$ cat src/rtl/trade_menu.sv
// Trading menu for the stock game: browse, enter and commit per-stock sells, drive HEX5..HEX0.
// Latency: key press sampled at edge k acts at edge k+3; sold_bus and state change on that same edge.
// No backpressure: key pulses are single-cycle and dropped when the current state ignores them.
module trade_menu #(
    parameter int NUM_STOCKS = 2,
    parameter int MSG_CYCLES = 100_000_000
) (
    input  logic                      CLOCK_50,
    input  logic                      resetn,
    input  logic                      enter,
    input  logic [3:0]                KEY,
    input  logic [9:0]                SW,
    input  logic [12*NUM_STOCKS-1:0]  price_bus,
    input  logic [8*NUM_STOCKS-1:0]   qty_bus,
    input  logic [23:0]               current_cash,
    output logic [8*NUM_STOCKS-1:0]   sold_bus,
    output logic                      exit,
    output logic [6:0]                HEX5,
    output logic [6:0]                HEX4,
    output logic [6:0]                HEX3,
    output logic [6:0]                HEX2,
    output logic [6:0]                HEX1,
    output logic [6:0]                HEX0
);

    localparam int             TW       = (MSG_CYCLES > 1) ? $clog2(MSG_CYCLES) : 1;
    localparam logic [TW-1:0]  T_LOAD   = TW'(MSG_CYCLES - 1);
    localparam logic [3:0]     LAST_IDX = 4'(NUM_STOCKS - 1);

    localparam logic [2:0] S_IDLE   = 3'd0;
    localparam logic [2:0] S_BROWSE = 3'd1;
    localparam logic [2:0] S_ENTRY  = 3'd2;
    localparam logic [2:0] S_SOLD   = 3'd3;
    localparam logic [2:0] S_ERR    = 3'd4;
    localparam logic [2:0] S_DONE   = 3'd5;

    // Letter glyphs, active-low, bit 0 = segment a.
    localparam logic [6:0] G_BLANK = 7'h7F;
    localparam logic [6:0] G_S     = 7'h12;
    localparam logic [6:0] G_O     = 7'h40;
    localparam logic [6:0] G_L     = 7'h47;
    localparam logic [6:0] G_D     = 7'h21;
    localparam logic [6:0] G_E     = 7'h06;
    localparam logic [6:0] G_R     = 7'h2F;

    function automatic logic [6:0] hex7(input logic [3:0] v);
        logic [6:0] s;
        case (v)
            4'h0: s = 7'h40;  4'h1: s = 7'h79;  4'h2: s = 7'h24;  4'h3: s = 7'h30;
            4'h4: s = 7'h19;  4'h5: s = 7'h12;  4'h6: s = 7'h02;  4'h7: s = 7'h78;
            4'h8: s = 7'h00;  4'h9: s = 7'h10;  4'hA: s = 7'h08;  4'hB: s = 7'h03;
            4'hC: s = 7'h46;  4'hD: s = 7'h21;  4'hE: s = 7'h06;  default: s = 7'h0E;
        endcase
        return s;
    endfunction

    logic       unused_sw;
    assign unused_sw = ^SW[9:8];

    logic [2:0]    state, state_n;
    logic [3:0]    idx, idx_n;
    logic [TW-1:0] timer, timer_n;
    logic          exit_n;
    logic          clr_sold, add_sold;
    logic [7:0]    sold_q [NUM_STOCKS];

    // 16-entry views so a 4-bit idx can select without range issues; unused slots read 0.
    logic [11:0] price_a [16];
    logic [7:0]  qty_a   [16];
    logic [7:0]  sold_a  [16];

    for (genvar g = 0; g < 16; g++) begin : g_view
        if (g < NUM_STOCKS) begin : g_on
            assign price_a[g]        = price_bus[12*g +: 12];
            assign qty_a[g]          = qty_bus[8*g +: 8];
            assign sold_a[g]         = sold_q[g];
            assign sold_bus[8*g +: 8] = sold_q[g];
        end else begin : g_off
            assign price_a[g] = '0;
            assign qty_a[g]   = '0;
            assign sold_a[g]  = '0;
        end
    end

    logic [11:0] cur_price;
    logic [7:0]  rem;
    assign cur_price = price_a[idx];
    assign rem       = qty_a[idx] - sold_a[idx];

    // Key front end: 2-flop sync, then registered falling-edge pulse.
    // prev stays 0 until the sync pipe holds real samples, so a key held through reset never fires.
    logic [3:0] sync1, sync2, prev, pulse;
    logic [1:0] settle;

    // Synchronise buttons and form one-cycle press pulses.
    always_ff @(posedge CLOCK_50 or negedge resetn) begin
        if (!resetn) begin
            sync1  <= 4'hF;
            sync2  <= 4'hF;
            prev   <= 4'h0;
            pulse  <= 4'h0;
            settle <= 2'b00;
        end else begin
            sync1  <= KEY;
            sync2  <= sync1;
            settle <= {settle[0], 1'b1};
            prev   <= settle[1] ? sync2 : 4'h0;
            pulse  <= prev & ~sync2;
        end
    end

    // Only the highest-priority pulse survives: cancel > confirm > entry > next.
    logic act_cancel, act_confirm, act_entry, act_next;
    assign act_cancel  = pulse[2];
    assign act_confirm = pulse[3] & ~pulse[2];
    assign act_entry   = pulse[1] & ~pulse[2] & ~pulse[3];
    assign act_next    = pulse[0] & ~pulse[1] & ~pulse[2] & ~pulse[3];

    // Next-state and datapath control for the menu.
    always_comb begin
        state_n  = state;
        idx_n    = idx;
        timer_n  = timer;
        exit_n   = 1'b0;
        clr_sold = 1'b0;
        add_sold = 1'b0;
        case (state)
            S_IDLE: begin
                if (enter) begin
                    clr_sold = 1'b1;
                    idx_n    = 4'd0;
                    state_n  = S_BROWSE;
                end
            end
            S_BROWSE: begin
                if (act_cancel) begin
                    clr_sold = 1'b1;
                    idx_n    = 4'd0;
                end else if (act_confirm) begin
                    exit_n  = 1'b1;
                    state_n = S_DONE;
                end else if (act_entry) begin
                    state_n = S_ENTRY;
                end else if (act_next) begin
                    idx_n = (idx == LAST_IDX) ? 4'd0 : idx + 4'd1;
                end
            end
            S_ENTRY: begin
                if (act_cancel) begin
                    clr_sold = 1'b1;
                    idx_n    = 4'd0;
                    state_n  = S_BROWSE;
                end else if (act_confirm) begin
                    timer_n = T_LOAD;
                    if (SW[7:0] <= rem) begin
                        add_sold = 1'b1;
                        state_n  = S_SOLD;
                    end else begin
                        state_n = S_ERR;
                    end
                end else if (act_entry) begin
                    state_n = S_BROWSE;
                end
            end
            S_SOLD, S_ERR: begin
                if (act_cancel) begin
                    clr_sold = 1'b1;
                    idx_n    = 4'd0;
                    timer_n  = '0;
                    state_n  = S_BROWSE;
                end else if (timer == '0) begin
                    state_n = (state == S_SOLD) ? S_BROWSE : S_ENTRY;
                end else begin
                    timer_n = timer - TW'(1);
                end
            end
            S_DONE: begin
                if (!enter) begin
                    state_n = S_IDLE;
                end
            end
            default: state_n = S_IDLE;
        endcase
    end

    // Control registers.
    always_ff @(posedge CLOCK_50 or negedge resetn) begin
        if (!resetn) begin
            state <= S_IDLE;
            idx   <= 4'd0;
            timer <= '0;
            exit  <= 1'b0;
        end else begin
            state <= state_n;
            idx   <= idx_n;
            timer <= timer_n;
            exit  <= exit_n;
        end
    end

    // Per-stock sell accumulators; a commit never exceeds the remaining holding.
    always_ff @(posedge CLOCK_50 or negedge resetn) begin
        if (!resetn) begin
            for (int i = 0; i < NUM_STOCKS; i++) sold_q[i] <= 8'd0;
        end else if (clr_sold) begin
            for (int i = 0; i < NUM_STOCKS; i++) sold_q[i] <= 8'd0;
        end else if (add_sold) begin
            for (int i = 0; i < NUM_STOCKS; i++) begin
                if (idx == 4'(i)) sold_q[i] <= sold_q[i] + SW[7:0];
            end
        end
    end

    // Seven-segment content per state.
    always_comb begin
        HEX5 = G_BLANK;
        HEX4 = G_BLANK;
        HEX3 = G_BLANK;
        HEX2 = G_BLANK;
        HEX1 = G_BLANK;
        HEX0 = G_BLANK;
        case (state)
            S_BROWSE: begin
                HEX5 = hex7(cur_price[11:8]);
                HEX4 = hex7(cur_price[7:4]);
                HEX3 = hex7(cur_price[3:0]);
                HEX2 = hex7(idx);
                HEX1 = hex7(rem[7:4]);
                HEX0 = hex7(rem[3:0]);
            end
            S_ENTRY: begin
                HEX5 = hex7(idx);
                HEX3 = hex7(rem[7:4]);
                HEX2 = hex7(rem[3:0]);
                HEX1 = hex7(SW[7:4]);
                HEX0 = hex7(SW[3:0]);
            end
            S_SOLD: begin
                HEX5 = G_S;
                HEX4 = G_O;
                HEX3 = G_L;
                HEX2 = G_D;
            end
            S_ERR: begin
                HEX5 = G_E;
                HEX4 = G_R;
                HEX3 = G_R;
            end
            S_DONE: begin
                HEX5 = hex7(current_cash[23:20]);
                HEX4 = hex7(current_cash[19:16]);
                HEX3 = hex7(current_cash[15:12]);
                HEX2 = hex7(current_cash[11:8]);
                HEX1 = hex7(current_cash[7:4]);
                HEX0 = hex7(current_cash[3:0]);
            end
            default: ;
        endcase
    end

endmodule
$ cat config.mk
export PLATFORM = sky130hd
export DESIGN_NAME = trade_menu
export DESIGN_NICKNAME = d
export VERILOG_FILES = /design/src/rtl/trade_menu.sv
export SDC_FILE = /design/constraint.sdc
export NUM_CORES = 1
export LEC_CHECK = 0
export ABC_AREA = 1
export ABC_CLOCK_PERIOD_IN_PS = 9600
export BUFFER_PORTS_ARGS = -buffer_cell sky130_fd_sc_hd__buf_2
export CAP_MARGIN = 20
export CORE_ASPECT_RATIO = 1.25
export CORE_MARGIN = 1
export CORE_UTILIZATION = 43
export CTS_BUF_LIST = sky130_fd_sc_hd__clkbuf_16
export DETAILED_ROUTE_END_ITERATION = 16
export HOLD_SLACK_MARGIN = 0.02
export PLACE_DENSITY_LB_ADDON = 0.2
export SLEW_MARGIN = 10
export SYNTH_ARGS = -nofsm -noshare
export SYNTH_HDL_FRONTEND = slang
export SYNTH_SLANG_ARGS = --single-unit
$ cat constraint.sdc
create_clock -name CLOCK_50 -period 9.6 [get_ports CLOCK_50]
set_input_delay 1.92 -clock CLOCK_50 [delete_from_list [all_inputs] [get_ports CLOCK_50]]
set_output_delay 1.92 -clock CLOCK_50 [all_outputs]
set_load 0.01 [all_outputs]
After elaboration in Yosys (flattened, before gate mapping)
Memory sizes are Yosys's and may differ from the RTL's.
Index checks and enable logic that the tools add are counted.
{"block": "op_classes", "addsub": 5, "magnitude_cmp": 2, "eq_ne": 19, "muxes": 56, "n_bitwise": 12, "n_reduce_logical": 16}
{"cell": "2-to-1 mux 27 bit", "count": 4}
{"cell": "case mux 7 bit (5 select lines)", "count": 2}
{"cell": "binary-select mux 8 bit (select 4 bit)", "count": 2}
{"cell": "case mux 7 bit (4 select lines)", "count": 2}
{"cell": "case mux 27 bit (2 select lines)", "count": 1}
{"cell": "binary-select mux 12 bit (select 4 bit)", "count": 1}
{"cell": "2-to-1 mux 8 bit", "count": 6}
{"cell": "case mux 7 bit (3 select lines)", "count": 2}
{"cell": "2-to-1 mux 3 bit", "count": 11}
{"cell": "2-to-1 mux 16 bit", "count": 2}
{"cell": "2-to-1 mux 4 bit", "count": 8}
{"cell": "zero test 27 bit", "count": 1}
{"cell": "subtractor 27 x 1 -> 27 bit (second input constant)", "count": 1}
{"cell": "2-to-1 mux 12 bit", "count": 2}
{"cell": "!= test 3 bit (second input constant)", "count": 6}
{"cell": "adder 8 bit", "count": 2}
{"cell": "case mux 3 bit (5 select lines)", "count": 1}
{"cell": "case mux 4 bit (3 select lines)", "count": 1}
{"cell": "AND reduction 6 bit", "count": 2}
{"cell": "!= test 2 bit (second input constant)", "count": 5}
{"cell": "2-to-1 mux 1 bit", "count": 9}
{"cell": "<= comparator 8 bit", "count": 1}
{"cell": "nonzero test 2 bit", "count": 4}
{"cell": "subtractor 8 bit", "count": 1}
{"cell": "23 further kinds", "count": 33}
{"block": "totals", "reg_bits": 69, "rom_bits": 1904, "input_bits": 81, "output_inout_bits": 59, "mem_count": 17}
{"memory": "(no name shown)", "words": 16, "width": 7, "read_ports": 1, "rd_ports_with_merged_regs": 0, "wr": 0, "line_no": "48", "text": "case (v)"}
{"memory": "(no name shown)", "words": 16, "width": 7, "read_ports": 1, "rd_ports_with_merged_regs": 0, "wr": 0, "line_no": "48"}
{"memory": "(no name shown)", "words": 16, "width": 7, "read_ports": 1, "rd_ports_with_merged_regs": 0, "wr": 0, "line_no": "48"}
{"memory": "(no name shown)", "words": 16, "width": 7, "read_ports": 1, "rd_ports_with_merged_regs": 0, "wr": 0, "line_no": "48"}
{"memory": "(no name shown)", "words": 16, "width": 7, "read_ports": 1, "rd_ports_with_merged_regs": 0, "wr": 0, "line_no": "48"}
{"memory": "(no name shown)", "words": 16, "width": 7, "read_ports": 1, "rd_ports_with_merged_regs": 0, "wr": 0, "line_no": "48"}
{"memory": "11 more memories"}

Logic depth before layout (Yosys ltp)
Gate-level depths: netlist of the first run.
{"block": "depth", "depth_word": 12, "depth_mapped": 28, "mapped_depth_nobuf": 24}

Least setup slack after synthesis of the first run
No wires, ideal clock.
{"block": "synth_timing", "kind": "input port to output port", "from": "input port qty_bus[8]", "to": "output port HEX2[5]", "arrival_time_ns": 4.193, "required_time_ns": 7.680, "path_slack_ns": 3.487, "cell_stages": 11, "path_buffers": 0, "path_cell_list": "nand2_1 > nand2_1 > nand2_1 > ha_1 > fa_1 > xnor2_1 > clkinv_1 > nand2_1 > a21oi_1 > or2_2 > o2111ai_1"}
{"block": "synth_between", "elab_chain_cells": 6}
{"element": "start, declared", "line_no": "14", "text": "input logic [8*NUM_STOCKS-1:0] qty_bus,"}
{"element": "binary-select mux 8 bit (select 4 bit)", "line_no": "88", "text": "assign rem = qty_a[idx] - sold_a[idx];"}
{"element": "2-to-1 mux 8 bit (implied by the code) (2 in a row)", "line_no": "88"}
{"element": "subtractor 8 bit", "line_no": "88"}
{"element": "memory (16 x 7 bit)"}
{"element": "case mux 7 bit (4 select lines)", "line_no": "222", "text": "case (state)"}
{"element": "end, declared", "line_no": "21", "text": "output logic [6:0] HEX2,"}
Every way passes these cells. The select of a mux whose other input is x is not followed.

Worst setup path in the final report of the first run
Same ends and word-level chain as after synthesis.

==> results of run 1 <==
-- flip-flops by register name, summed over array words and instances (netlist names) --
signal / count
exit: 1
idx: 4
prev: 4
pulse: 4
settle: 2
sold_bus: 16
state: 3
sync1: 4
sync2: 4
timer: 27
-- per-layer routing --
layer | global-route usage, % | vias up
met4 | 9.87 | 0
met2 | 42.7 | 257
li1 | - | 4838
met5 | 0 | -
met1 | 30.6 | 4340
met3 | 2.99 | 60
-- kinds of logic (layout without fill, tap and decap cells) --
family / Yosys count / count (layout) / share of synthesized area [%]
AOI/OAI and AO/OA: 303 / 303 / 19.7
xor gates and xnor gates: 28 / 28 / 2.76
adders and majority gates: 122 / 122 / 17.4
buffers and inverters: 221 / 338 / 9.68
DFF: 69 / 69 / 19.5
other: 1 / 1 / 0.0422
and+or+nand+nor: 650 / 650 / 30.9
-- per-stage QoR --
| step | area (um2) | setup slack (ns) | power, uW |
|---|---|---|---|
| global route | 10100 | 2.65 | 3120 |
| CTS | 10100 | 2.93 | 2820 |
| detailed placement | 9780 | 2.93 | 2510 |
| global placement | 9780 | 2.95 | 2490 |
| finish | 10100 | 2.91 | 2820 |
| floorplan | 8900 | 3.49 | 1870 |
-- final cells by class --
cell class	instances	area, um2	area share [%]
clock inverters	7	42.5	0.423
repair buffers	145	746	7.42
inverters	177	664	6.61
well taps	270	338	3.36
clock buffers	9	225	2.24
multi-input cells	1104	6300	62.7
flip-flops and latches	69	1740	17.3
-- power breakdown --
| group | leakage [uW] | internal, uW | switching (uW) | total, uW |
|---|---|---|---|---|
| registers | 0.000850 | 344 | 51.3 | 395 |
| clock network | 0.000129 | 173 | 124 | 296 |
| logic | 0.00427 | 684 | 1450 | 2130 |
| total | 0.00525 | 1200 | 1620 | 2820 |
-- final timing paths --
kind / endpoint / cells after the start
setup / recovery: HEX2[5] / 13
hold / removal: settle[1]$_DFF_PN0_ / 0
setup reg to reg: sold_bus[14]$_DFFE_PN0P_ / 20
hold reg to reg: settle[1]$_DFF_PN0_ / 0
max in group asynchronous: idx[1]$_DFFE_PN0P_ / 2
min in group asynchronous: timer[16]$_DFFE_PN0P_ / 2
-- placed cells by master (no fill, tap or decap), types with 3 or more instances in the layout --
master     netlist  final
a22oi_1          8      8
or2_2            5      5
clkbuf_16        0      9
nand2_1        365    365
dfrtp_1         61     61
a211oi_1         4      4
nand2_2          3      3
ha_1           119    119
a31oi_1          7      7
clkinv_1         6      7
a221oi_1         4      4
buf_2            4    137
nor3_1          15     15
o32ai_1          5      5
nor2_1         121    121
nand3_1        100    100
o21a_1           3      3
a21oi_1        107    107
o2111ai_1        9      9
xnor2_1          9      9
o21ai_0        114    114
o211ai_1        14     14
o31ai_1          5      5
o21bai_1         5      5
nor4_1           3      3
clkinv_2         0      3
nand4_1         29     29
dfstp_2          8      8
xor2_1          19     19
o21ai_1          4      4
fa_1             3      3
buf_4            3      8
inv_1          169    169
==> impl_metrics.toml, run 1 <==
[outcome]
status = "completed"

[grt]
groute.usage.overall_pct = 24.6
gr-total-overflow = 0
grt_antenna_before_repair = 0
grt_pass1_vias = 8911
grt_max_degree = 70
grt_pass1_wl_um = 42100

[setup_path]
cp_slowest_stage_delay_ns = 0.56
path_common_cell = "nand2_1"
worst-path-buf-inv = 3
critPathMaxFanout = 9
critical_path_arrival_ns = 4.77
reg2reg_slack_ns = 4.30
cp-end-kind = "output pin"
critPathRequiredTime_ns = 7.68
slowest_stage = "xnor2_1"
startpoint = "qty_bus[8]"
crit_chain = "buf_2 > nand2_1 > nand2_1 > nand2_1 > ha_1 > fa_1 > xnor2_1 > clkinv_1 > nand2_1 > a21oi_1 > or2_2 > o2111ai_1 > buf_2"
path_delay_family = "adder cells"
rr_startpoint = "idx[0]$_DFFE_PN0P_"
crit_type = "in -> out"
critPathLaunchType = "input port"

[sta]
fin_crit_ns = 6.69
hold_slack_ns = 0.345
worst_slew_pin_slew_ns = 0.900
fin_skew_ns = 0.00814
setup_tns_ns = 0
final_hold_viol_count = 0
relSlewSlack_pct = 40.0
period_share_pct = 69.7
fmax_mhz = 150
rsz0062_at_grt = "no"
setup_viol = 0
maxSlewViolCount = 0

[detailed_routing]
viasPerCell = 5.33
wl_met3_um = 1200
drt_iter0_drc = 697
met1_length_um = 11500
detail_route.first_pass.iterations = 5
top_layer = "met4"
drc = 0
num_vias = 9495
postRouteAntennaNets = 0
post_drt_wl_per_cell_um = 14.6
met2_length_um = 12600
routed_wl_um = 26000

[hold_path]
hold_class = "reg -> reg"
worstHoldStart = "settle[0]$_DFF_PN0_"

[clock_tree]
numCtsBuffers = 9
cts_resized = 0
post-cts-setup-buffer-count = 0
cts_root_buf = "clkbuf_16"
cts_max_path_buffers = 2
insertion_delay_ns = 0.33
cts_max_level = 3
hold_buffers = 0
cts.sinks = 69
clk_pin_slew_ns = 0.05
cts_tree = "done"

[synth]
synth_edf_count = 0
syn_area_mm2 = 0.00890
post-synth-top-area-fraction_pct = 17.2
synth_seq_cells = 69
yosys.area.top_type = "dfrtp_1"
ys.flop_type = "dfrtp_1"
synthCells = 1394
synthTopCellsByArea = "dfrtp_1 (17%), ha_1 (17%), nand2_1 (15%)"
yosysMostFrequentCell = "nand2_1"
synthArstFlopShare_pct = 100
syn_nets = 1597
ys.warnings.count = 0
yosysSeqAreaShare_pct = 19.5
netlist_top_cells_count = "nand2_1 (365), inv_1 (169), nor2_1 (121)"
synth_cell_types = 55
avgSynthCellArea_um2 = 6.38

[layout]
final_cells = 1781
syn_to_final_growth_pct = 13.0
drive_gt1_share_pct = 12.5
utilization_pct = 49.8
diodes = 0
fillCellCount = 2141
nets = 1709

[floorplanning]
fp-row-count = 58
ioPinCount = 140
coreArea_mm2 = 0.0202
die_h_um = 163
dieArea_mm2 = 0.0213
fp.dieW_um = 131
start_util_pct = 44.1

[job]
cap_violations = 0

[placed_design]
io_buffer_count = 137
dp_cells = 1765
dp_hpwl_um = 20000
gp_congestion = 0.940

[power_and_ir_drop]
power_density_mw_per_mm2 = 281
ir_drop_uv = 103
leakage_uw = 0.00525
Note: power is estimated with default switching activity, not from simulation.
==> run 2: changes to the inputs <==
--- a/config.mk
+++ b/config.mk
@@ -6,7 +6,7 @@
 export NUM_CORES = 1
 export LEC_CHECK = 0
 export ABC_AREA = 1
-export ABC_CLOCK_PERIOD_IN_PS = 9600
+export ABC_CLOCK_PERIOD_IN_PS = 5450
 export BUFFER_PORTS_ARGS = -buffer_cell sky130_fd_sc_hd__buf_2
 export CAP_MARGIN = 20
 export CORE_ASPECT_RATIO = 1.25
==> constraint.sdc (replaced) <==
create_clock -name CLOCK_50 -period 5.45 [get_ports CLOCK_50]
set_input_delay 1.09 -clock CLOCK_50 [delete_from_list [all_inputs] [get_ports CLOCK_50]]
set_output_delay 1.09 -clock CLOCK_50 [all_outputs]
set_load 0.01 [all_outputs]
==> run 2 against run 1 <==
Global-route usage is 0.40 points higher. Clock skew hardly changed. Sequential power is 76% higher. Clock power is 130% higher. Cell area is 1.0% higher. Highest routed layer unchanged. Non-clock buffer count is 4 higher. Critical endpoint is now HEX3[0].
==> impl_metrics.toml, run 2 (same netlist as run 1, synthesis figures left out) <==
[outcome]
status = "completed"

[sta]
fin_crit_ns = 4.96
fmax_mhz = 201
period_share_pct = 91.1
worst_slew_pin_slew_ns = 0.909
rsz0062_at_grt = "no"
final_hold_viol_count = 0
setup_viol = 0
fin_skew_ns = 0.00828
relSlewSlack_pct = 39.3
maxSlewViolCount = 0
setup_tns_ns = 0
hold_slack_ns = 0.354
postLayoutSetupSlackWorst_ns = 0.485

[grt]
grt_antenna_before_repair = 0
groute.usage.overall_pct = 25.0
gr-total-overflow = 0
grt_max_degree = 41
grt_pass1_wl_um = 42700
grt_pass1_vias = 9026

[power_and_ir_drop]
swShare_pct = 55.8
p_switching_uw = 2870
leakage_uw = 0.00531
pwr-share-clk_pct = 13.0
share_comb_of_total_power_pct = 73.5
total_power_uw = 5150
power_density_mw_per_mm2 = 507
ir_drop_uv = 199
intPower_uw = 2270
seqPwrFrac_pct = 13.5

[setup_path]
r2r-end = "sold_bus[15]$_DFFE_PN0P_"
critical_path_arrival_ns = 3.87
crit_type = "reg -> out"
critPathRequiredTime_ns = 4.36
critPathMaxFanout = 11
cp-end-kind = "output pin"
startpoint = "idx[2]$_DFFE_PN0P_"
reg2reg_slack_ns = 0.85
rr_startpoint = "idx[2]$_DFFE_PN0P_"
worstRegToRegCells = 21
critPathLaunchType = "register"

[floorplanning]
fp-row-count = 58
start_util_pct = 44.1
dieArea_mm2 = 0.0213
fp.dieW_um = 131
coreArea_mm2 = 0.0202
die_h_um = 163
ioPinCount = 140

[clock_tree]
cts_resized = 0
cts_max_path_buffers = 2
cts_max_level = 3
clk_pin_slew_ns = 0.05
cts_tree = "done"
post-cts-setup-buffer-count = 0
insertion_delay_ns = 0.33
cts_root_buf = "clkbuf_16"
hold_buffers = 0
cts.sinks = 69
numCtsBuffers = 9

[layout]
syn_to_final_growth_pct = 14.1
layout_common_cells = "nand2_1 (365), inv_1 (170), buf_2 (137)"
diodes = 0
largest_reg_flops = 27
nets = 1713
drive_gt1_share_pct = 12.7
final_cells = 1785
layout_commonest_cell = "nand2_1"
largest_register = "timer"

[hold_path]
worstHoldStart = "sync1[0]$_DFF_PN1_"
hold_class = "reg -> reg"
min_to = "sync2[0]$_DFF_PN1_"
holdPathStages = 0

[detailed_routing]
routed_wl_um = 26300
postRouteAntennaNets = 0
drt_iter0_drc = 638
post_drt_wl_per_cell_um = 14.7
drc = 0
viasPerCell = 5.34
num_vias = 9532
detail_route.first_pass.iterations = 7

[placed_design]
io_buffer_count = 137
gp_congestion = 0.920
dp_hpwl_um = 20300
pre_cts_slack_ns = 0.738
dp_cells = 1769

[job]
cap_violations = 0
run 2: cell types whose count changed in the layout (fill, tap and decap cells not counted), sizes merged:
cell / previous run / this run
clkinvlp: 2 / 1
buf: 145 / 149
inv: 171 / 172
clkinv: 11 / 8
bufinv: 0 / 3
run 2: how the worst max path moves through the flow:
stage,endpoint,slack [ns],cells after the start
finish,HEX3[0],0.49,17
global route,HEX3[0],0.06,19
CTS,HEX3[0],0.48,17
detailed placement,HEX3[1],0.74,17
global placement,HEX3[0],0.73,15
floorplan,HEX2[5],0.59,15
run 2: routing by layer:
metal  vias up  wire [um]  track usage [%]
li1       4859          -                -
met2       262      12900             44.6
met5         -          0                0
met4         0        692             9.56
met3        57       1210             2.86
met1      4354      11500             30.3
run 2: area by class of cell:
cell class | count | area (um2)
Fill cell | 2122 | 10000
Tap cell | 270 | 338
Timing Repair Buffer | 149 | 776
Inverter | 177 | 664
Clock buffer | 9 | 225
Multi-Input combinational cell | 1104 | 6300
Sequential cell | 69 | 1740
Clock inverter | 7 | 115
run 2: power groups by stage:
stage	combinational, uW	clock, uW	sequential, uW
after floorplan	2610	0	676
after global placement	3710	0	700
after detailed placement	3740	0	702
after CTS	3760	682	694
after global routing	4260	700	709
final	3780	669	695
run 2: worst max-delay path, stage by stage, from the launching register on:
cell and delay (ns):
dfrtp_1 0.48, nor2_1 0.14, inv_1 0.08, nor2_2 0.26
inv_1 0.16, a21oi_1 0.18, ha_1 0.31, a21oi_1 0.21
nand3_1 0.14, nand2_1 0.08, nand2_1 0.05, a21oi_1 0.24
xor2_1 0.48, o21ai_1 0.16, or2_1 0.25, nand3_1 0.10
nand2_1 0.06, buf_2 0.15
run 2: metrics by stage:
step	area (um2)	utilization, %
after floorplan	8900	-
after global placement	9810	48.6
after detailed placement	9810	48.6
after CTS	10200	50.3
after global routing	10200	50.3
final	10200	50.3
